### src/rtl/disp_pkg.sv
// Shared definitions for the two-digit scanned 7-segment display driver:
// scan state encoding, blank/off constants and the active-low hex segment table.
package disp_pkg;

    typedef enum logic [1:0] {
        DIG0 = 2'd0,
        GAP0 = 2'd1,
        DIG1 = 2'd2,
        GAP1 = 2'd3
    } scan_state_t;

    // Segments are {g,f,e,d,c,b,a}, active-low; anodes are {an1,an0}, active-low.
    localparam logic [6:0] SEG_OFF = 7'h7F;
    localparam logic [1:0] AN_OFF  = 2'b11;
    localparam logic [1:0] AN_DIG0 = 2'b10;
    localparam logic [1:0] AN_DIG1 = 2'b01;

    localparam logic [6:0] HEX_SEG [16] = '{
        7'h40, 7'h79, 7'h24, 7'h30,
        7'h19, 7'h12, 7'h02, 7'h78,
        7'h00, 7'h10, 7'h08, 7'h03,
        7'h46, 7'h21, 7'h06, 7'h0E
    };

endpackage

### src/rtl/disp_scan2_hex7seg.sv
// Combinational 4-bit to 7-segment decoder, full hex 0-F, active-low segments.
module hex7seg
    import disp_pkg::*;
(
    input  logic [3:0] code,
    output logic [6:0] seg
);

    // Straight table lookup; every code has a glyph so no default is needed.
    always_comb begin
        seg = HEX_SEG[code];
    end

endmodule

### src/rtl/disp_scan2.sv
// Two-digit time-multiplexed common-anode 7-segment driver.
// Digit 0 shows the captured sq code, digit 1 the captured oea word, with
// all-off gap states between digits to suppress ghosting.
// Optional build macro BLANK_ZERO_EN: blank digit 1 when its captured value is 0.
module disp_scan2
    import disp_pkg::*;
#(
    parameter int SCAN_DIV = 50000,
    parameter int GAP_CYC  = 16,
    parameter int CNT_W    = 16
) (
    input  logic       eck,
    input  logic       er,
    input  logic [3:0] d0,
    input  logic [3:0] d1,
    input  logic       load,
    output logic [6:0] seg,
    output logic [1:0] an
);

    localparam logic [CNT_W-1:0] DIG_LAST = CNT_W'(SCAN_DIV - 1);
    localparam logic [CNT_W-1:0] GAP_LAST = CNT_W'((GAP_CYC > 0) ? (GAP_CYC - 1) : 0);

    scan_state_t      state;
    scan_state_t      state_nx;
    logic [CNT_W-1:0] cnt;
    logic [CNT_W-1:0] cnt_nx;
    logic [3:0]       cap0;
    logic [3:0]       cap1;
    logic [3:0]       dec_code;
    logic [6:0]       dec_seg;
    logic [6:0]       seg_nx;
    logic [1:0]       an_nx;

    // Capture both digit codes together so the display never shows a torn pair.
    always_ff @(posedge eck or negedge er) begin
        if (!er) begin
            cap0 <= 4'h0;
            cap1 <= 4'h0;
        end else if (load) begin
            cap0 <= d0;
            cap1 <= d1;
        end
    end

    // Dwell/gap counter and scan sequencing; gap states are skipped when GAP_CYC is 0.
    always_comb begin
        state_nx = state;
        cnt_nx   = cnt + 1'b1;
        if (((state == DIG0) || (state == DIG1)) ? (cnt == DIG_LAST) : (cnt == GAP_LAST)) begin
            cnt_nx = '0;
            unique case (state)
                DIG0:    state_nx = (GAP_CYC == 0) ? DIG1 : GAP0;
                GAP0:    state_nx = DIG1;
                DIG1:    state_nx = (GAP_CYC == 0) ? DIG0 : GAP1;
                GAP1:    state_nx = DIG0;
                default: state_nx = DIG0;
            endcase
        end
    end

    // Pick the digit that will be lit after this edge; the decoder sees the
    // current capture, so a new load shows up one cycle after its edge.
    always_comb begin
        dec_code = (state_nx == DIG1) ? cap1 : cap0;
    end

    hex7seg u_hex7seg (
        .code (dec_code),
        .seg  (dec_seg)
    );

    // Output selection from the next state so anodes and segments switch with the state.
    always_comb begin
        an_nx  = AN_OFF;
        seg_nx = SEG_OFF;
        unique case (state_nx)
            DIG0: begin
                an_nx  = AN_DIG0;
                seg_nx = dec_seg;
            end
            DIG1: begin
                an_nx  = AN_DIG1;
`ifdef BLANK_ZERO_EN
                seg_nx = (cap1 == 4'h0) ? SEG_OFF : dec_seg;
`else
                seg_nx = dec_seg;
`endif
            end
            default: begin
                an_nx  = AN_OFF;
                seg_nx = SEG_OFF;
            end
        endcase
    end

    // State, counter and registered outputs; reset blanks the display immediately.
    always_ff @(posedge eck or negedge er) begin
        if (!er) begin
            state <= DIG0;
            cnt   <= '0;
            an    <= AN_OFF;
            seg   <= SEG_OFF;
        end else begin
            state <= state_nx;
            cnt   <= cnt_nx;
            an    <= an_nx;
            seg   <= seg_nx;
        end
    end

endmodule

### config.mk
export PLATFORM = sky130hd
export DESIGN_NAME = disp_scan2
export DESIGN_NICKNAME = d
export VERILOG_FILES = /design/src/rtl/disp_pkg.sv /design/src/rtl/disp_scan2_hex7seg.sv /design/src/rtl/disp_scan2.sv
export SDC_FILE = /design/constraint.sdc
export NUM_CORES = 1
export LEC_CHECK = 0
export ABC_AREA = 1
export BUFFER_PORTS_ARGS = -buffer_cell sky130_fd_sc_hd__buf_4
export CORE_ASPECT_RATIO = 1.1
export CORE_MARGIN = 2
export CORE_UTILIZATION = 55
export DETAILED_ROUTE_END_ITERATION = 7
export PLACE_DENSITY = 0.75
export RECOVER_POWER = 100
export SLEW_MARGIN = 20
export SYNTH_ARGS = -nofsm -noshare
export SYNTH_HDL_FRONTEND = slang
export SYNTH_SLANG_ARGS = --single-unit
export TNS_END_PERCENT = 100
### constraint.sdc
create_clock -name eck -period 3.1 [get_ports eck]
set_clock_uncertainty 0.05 [all_clocks]
set_input_delay 0.155 -clock eck [delete_from_list [all_inputs] [get_ports eck]]
set_output_delay 0.155 -clock eck [all_outputs]
set_load 0.03 [all_outputs]
==> metrics.txt, run 1 <==
switching power=0.2628 mW; Clk network pwr share=0.275; Die H=66.06 um; Site Rows=22; Leakage Power=1.142 nW; reg2reg end=seg[5]; Netlist cell types=28; # hold bufs at CTS=9; Hold Crit Depth=2; Seq/Total Area, Yosys=0.4607; Cell Area, Synth=1926 um2; minimum clock period=2475 ps; first-pass GRT wire length=6430 um; P&R area growth vs syn=14.56%; clk buf depth=2; Rel. slew slack=-0.2130; post-synthesis cell count=241; asr flop ratio synth=1.000; Worst-Skew Late Latency=340 ps; Top FF cell, synth=dfrtp_1; DP Area=2113 um2; initial antenna violation count=0; IO Pins=20; placed instance count=306; CP max-delay cell=dfrtp_1; Post-synth EDFFs=0; Critical Path Max Stage Delay=380 ps; vias in the first global route=1554; fin. max-slew vios=36; Layout Cells excl Fill=323; synth warn=0; vias per cell=4.805; CTS tree=done; internal power=0.6202 mW; post-cts sizing count=0; Yosys reg bits=35; clk sinks=35; Max-Cap Viols=1; combinational fraction of design power=0.162; ANT nets after route=0; postcts setup bufs=0; WP data arrival=2710 ps; fin crit share=0.7984; first drt pass iteration count=4; syn_area_per_cell=7.990 um2; DR vias=1552; die area=3991 um2; Die X=60.42 um; critical path capture point type=flip-flop; outcome=finished with violations; largest net degree at the start of global routing=36; # diodes=0; Design Power=0.8831 mW; critical path fanouts, max=12; CP Launch Type=flip-flop; path type of the worst setup path=reg -> reg; design area=2206 um2; Wirelength per Cell=11.27 um; Mapped Nets=261; RD Place Congestion=0.8549; min-delay worst type=in -> reg; cell mode on critical path=nand2_1; number of I/O port buffers=19; final setup violation count=0; switching share of power=0.2976; total grt overflow=0; critical path, cell by cell=ha_1, nand3_1, nor2_1, nand3_1, nand2_1, nand2_1, nand2_4, nand2_1, nand2_2, inv_1, ha_1, nand2_1, o21ai_0, nand2_1, nand2_1; RSZ-0062 raised after global routing=no; GRT Resource Usage Total=0.2167; clock buffer count from CTS=5; slew of the pin with the lowest slew margin=1820 ps; R2R Path Start=cnt[0]; Pwr Density=400.3 nW/um2; Worst R2R Path Depth=15; clock transition at the registers of the reported paths=110 ps; sequential share of power=0.564; VDD IR-drop max=267.6 uV; 1st-iter DRT viols=112; DP HPWL=2640 um; Final Hold Fails=0; Hold EP=cap0[2]; initial core utilization=0.5781; critical hold path startpoint=load; f_max=0.4040 GHz; clock root buffer=clkbuf_4; layout cell share with drive strength beyond 1=0.1709; Req. time, crit path=3340 ps; H-tree depth=2; reg2reg setup slack=620 ps; DRC=0; failing checks=capacitance limit, slew limit; Placeable Area=3331 um2; Sum Neg Setup Slack=0 ps; DRT Wirelength=3640 um; nets@finish=294
-- state kept, by name, summed over array words and instances, names as in the netlist --
register  flops
an            2
state         2
cap1          4
seg           7
cap0          4
cnt          16
-- cell usage after synthesis, types with 2 or more instances --
library cell | count | area share
dfstp_2 | 9 | 0.12
dfrtp_1 | 26 | 0.34
nand2_1 | 56 | 0.11
o21ai_0 | 12 | 0.031
nand2_4 | 3 | 0.018
inv_1 | 33 | 0.064
nand2_2 | 9 | 0.029
nor4_1 | 2 | 0.0065
a21oi_1 | 4 | 0.010
o21ai_2 | 2 | 0.0091
o211ai_1 | 2 | 0.0078
inv_2 | 3 | 0.0058
nor2_1 | 28 | 0.055
nand3_1 | 26 | 0.068
nor2_2 | 4 | 0.013
nand4_1 | 2 | 0.0065
ha_1 | 9 | 0.058
-- per-stage QoR --
step | util | hold WS [ps] | setup WS (ps)
2_1_floorplan | - | -190.6 | 957.4
3_3_place_gp | 0.6345 | 77.79 | 763.3
3_5_place_dp | 0.6345 | 80.81 | 764.0
4_1_cts | 0.6773 | 37.31 | 739.2
5_1_grt | 0.6623 | 62.94 | 250.5
6_report | 0.6623 | 53.69 | 624.8
-- critical path: cells and delay by family, from the launching register on --
kind / cells / cell delay, ps
compound gates: 1 / 90
fa+ha+maj: 2 / 420
buf+inv: 1 / 90
flops: 1 / 380
simple gates: 11 / 1390
-- routing by layer --
| layer | vias to the layer above | track usage | share of wire |
|---|---|---|---|
| met1 | 689 | 0.2563 | 0.45 |
| met3 | 9 | 0.05284 | 0.033 |
| met5 | - | 0 | 0 |
| li1 | 824 | - | - |
| met4 | 0 | 0.1223 | 0.026 |
| met2 | 30 | 0.3533 | 0.49 |
-- layout by cell type, fill, tap and decap left out --
master,n
nand2_1,58
o21ai_4,1
buf_4,4
nor4_1,2
inv_1,33
o211ai_1,2
nor2_4,1
clkinv_1,1
inv_2,3
nor2_1,29
o221a_2,1
nor3_1,1
o21ai_0,13
o21bai_1,1
ha_1,9
nand2_2,7
a21oi_1,4
nand2_4,3
a211oi_1,1
nand3_1,27
clkinv_2,3
nor2_2,3
o21ai_2,2
clkbuf_4,10
dlygate4sd3_1,9
clkbuf_1,10
dfrtp_1,26
nand4_1,2
dfstp_2,9
-- power groups by stage --
stage	clock, mW	combinational [mW]	sequential (mW)
2_1_floorplan	0	0.0641	0.536
3_3_place_gp	0	0.149	0.507
3_5_place_dp	0	0.147	0.507
4_1_cts	0.249	0.157	0.499
5_1_grt	0.275	0.160	0.501
6_report	0.242	0.143	0.498
-- worst max path at each step --
stage / from / endpoint / slack [ps] / cells after the start
4_1_cts: cnt[0] / seg[5] / 740 / 15
3_3_place_gp: cnt[0] / seg[3] / 760 / 15
5_1_grt: cnt[0] / seg[5] / 250 / 15
3_5_place_dp: cnt[0] / seg[3] / 760 / 15
2_1_floorplan: cnt[0] / seg[3] / 960 / 16
6_report: cnt[0] / seg[5] / 620 / 15
-- logic make-up (layout without fill, tap and decap cells) --
family	count (synthesis)	in the layout	synth area share
flops	35	35	0.4607
buf+inv	39	73	0.07992
fa+ha+maj	9	9	0.05848
compound gates	25	25	0.08317
simple gates	133	133	0.3177
-- final cells by class --
type / instances / area (um2)
Clock buffer: 5 / 37.54
Sequential cell: 35 / 887.1
Multi-Input combinational cell: 167 / 872.1
Inverter: 37 / 138.9
Fill cell: 293 / 1125
Tap cell: 48 / 60.06
Timing Repair Buffer: 28 / 195.2
Clock inverter: 3 / 15.01
No activity file was read; power rests on OpenSTA's default activity.
==> run 2, diff against run 1 <==
Settings changed: CORE_UTILIZATION 55 to 52.
Clock period 3.1 ns to 2.2 ns, I/O delays scaled along.
==> run 2 against run 1 <==
Net effect: the run now ends clean; wire length grew 22%; critical path type unchanged; critical path depth shrank 2; global-route usage up 0.76 points; critical endpoint is now seg[3]; non-clock buffer count up 19; cell count grew 6.5%; combinational power grew 78%.
==> metrics.txt, run 2 (synthesis results as in run 1) <==
minimum clock period=2188 ps (-287.0 ps); clock buffer count from CTS=5 (unchanged); initial antenna violation count=0 (unchanged); f_max=0.4570 GHz (+13%); slew of the pin with the lowest slew margin=868.1 ps (-951.5 ps); die area=4206 um2 (+5.4%); IO Pins=20 (unchanged); DRT Wirelength=4435 um (+22%); GRT Resource Usage Total=0.2242 (+0.007559); fin crit share=0.9946 (+0.1962); outcome=finished clean; most frequent cells in the layout=nand2_1 (51), inv_1 (31), buf_4 (30); Site Rows=23 (+4.5%); Wirelength per Cell=12.89 um (+14%); initial core utilization=0.5353 (-0.04283); critical path fanouts, max=7 (-5); CP Launch Type=flip-flop; final worst setup slack=11.83 ps (-613.0 ps); 1st-iter DRT viols=112 (unchanged); crit path buf inv count=1 (unchanged); placed instance count=315 (+2.9%); Largest Register=cnt; path type of the worst setup path=reg -> reg; RSZ-0062 raised after global routing=yes; Max-Cap Viols=0 (-1); clk sinks=35 (unchanged); DP HPWL=2819 um (+6.8%); ANT nets after route=0 (unchanged); Hold Slack=74.02 ps (+20.33 ps); CP max-delay cell=dfrtp_1; total grt overflow=0 (unchanged); worst slack at placement=-39.37 ps (-803.3 ps); commonest non-fill, non-tap cell in the layout=nand2_1; Req. time, crit path=2380 ps (-960 ps); clock root buffer=clkbuf_8; number of I/O port buffers=19 (unchanged); DRC=0 (unchanged); fin. max-slew vios=0 (-100%); vias in the first global route=1616 (+4.0%); VDD IR-drop max=437.6 uV (+64%); Final Hold Fails=0 (unchanged); DR vias=1772 (+14%); first drt pass iteration count=4 (unchanged); Die X=62.02 um (+2.7%); Placeable Area=3597 um2 (+8.0%); Rel. slew slack=0.4213 (+0.6343); CTS tree=done; WP data arrival=2370 ps (-340 ps); Leakage Power=1.299 nW (+14%); largest net degree at the start of global routing=36 (unchanged); clk buf depth=2 (unchanged); critical path, cell by cell=ha_2, nand3_2, nor2_4, nand4_1, nand2_4, nand2_8, o21ai_4, ha_1, inv_2, nand3_2, nand3_1, nand2_1, nand2_1; Pwr Density=606.1 nW/um2 (+51%); Worst-Skew Late Latency=290 ps (-50 ps); RD Place Congestion=0.8766 (+2.5%); first-pass GRT wire length=6782 um (+5.5%); H-tree depth=2 (unchanged); clock transition at the registers of the reported paths=70 ps (-40 ps); vias per cell=5.151 (+7.2%); family with the most delay on the worst path=simple AND/OR/NAND/NOR gates; Largest register FFs=16 (unchanged); critical path capture point type=flip-flop; Die H=67.82 um (+2.7%); layout cell share with drive strength beyond 1=0.3469 (+0.1760); min-delay worst type=in -> reg; P&R area growth vs syn=33.92%; nets@finish=313 (+6.5%); Layout Cells excl Fill=344 (+6.5%); # diodes=0 (unchanged); final setup violation count=0 (unchanged); top flop regs=cnt (16), seg (7); Critical Path Max Stage Delay=360 ps (-20 ps)
run 2: cell count changes in the layout (fill, tap and decap cells not counted), moves of 6 or more:
| cell | previous run | this run |
|---|---|---|
| clkbuf_1 | 10 | 0 |
| buf_4 | 4 | 30 |
| clkbuf_8 | 0 | 6 |
| nand2_1 | 58 | 51 |
run 2: final timing paths:
kind / slack, ps / depth (start not counted) / endpoint / start
max in group asynchronous: 1080 / 2 / cnt[14] / er
setup reg to reg: 10 / 13 / seg[3] / cnt[1]
setup / recovery: 10 / 13 / seg[3] / cnt[1]
hold / removal: 70 / 2 / cap1[1] / load
min in group asynchronous: 420 / 2 / cnt[5] / er
hold reg to reg: 480 / 2 / cnt[0] / cnt[0]
run 2: area by class of cell:
type	instances	area (um2)
clock inverters	2	35.03
well taps	50	62.56
fillers	275	1018
multi-input cells	167	997.2
clock buffers	6	82.58
flip-flops and latches	35	889.6
repair buffers	47	372.9
inverters	37	138.9
run 2: metal layers:
layer,track usage,vias to the layer above,share of wire
met4,0.08245,0,0.020
met5,0,-,0
met2,0.4063,52,0.56
met3,0.05671,11,0.036
met1,0.2458,841,0.38
li1,-,868,-
run 2: power breakdown:
part | switching (mW) | total, mW | leakage (nW) | internal [mW]
Clock | 0.237 | 0.604 | 0.0612 | 0.367
Sequential | 0.0151 | 0.704 | 0.425 | 0.689
Combinational | 0.154 | 0.255 | 0.813 | 0.102
Total | 0.406 | 1.56 | 1.30 | 1.16
run 2: what timing repair did:
action                     4_1_cts  5_1_grt
buffers inserted                 5        7
setup endpoints to repair        4        8
pin swaps                        3       15
hold endpoints to repair        34        0
hold buffers                     9        0
resized for setup                2       30
run 2: worst register-to-register path, cell delays in order, from the launching register on:
cell,delay (ps)
dfrtp_1,360
ha_2,190
nand3_2,100
nor2_4,180
nand4_1,180
nand2_4,150
nand2_8,90
o21ai_4,210
ha_1,270
inv_2,70
nand3_2,80
nand3_1,90
nand2_1,60
nand2_1,50
run 2: stage by stage:
step,utilization,TNS [ps],cell area [um2],power (mW)
final,0.7169,0,2579,1.563
after global routing,0.7169,-528.2,2579,1.634
after CTS,0.6723,0,2419,1.552
after detailed placement,0.6028,-73.63,2168,0.9245
after global placement,0.6028,0,2168,0.9219
after floorplan,-,0,1926,0.8460
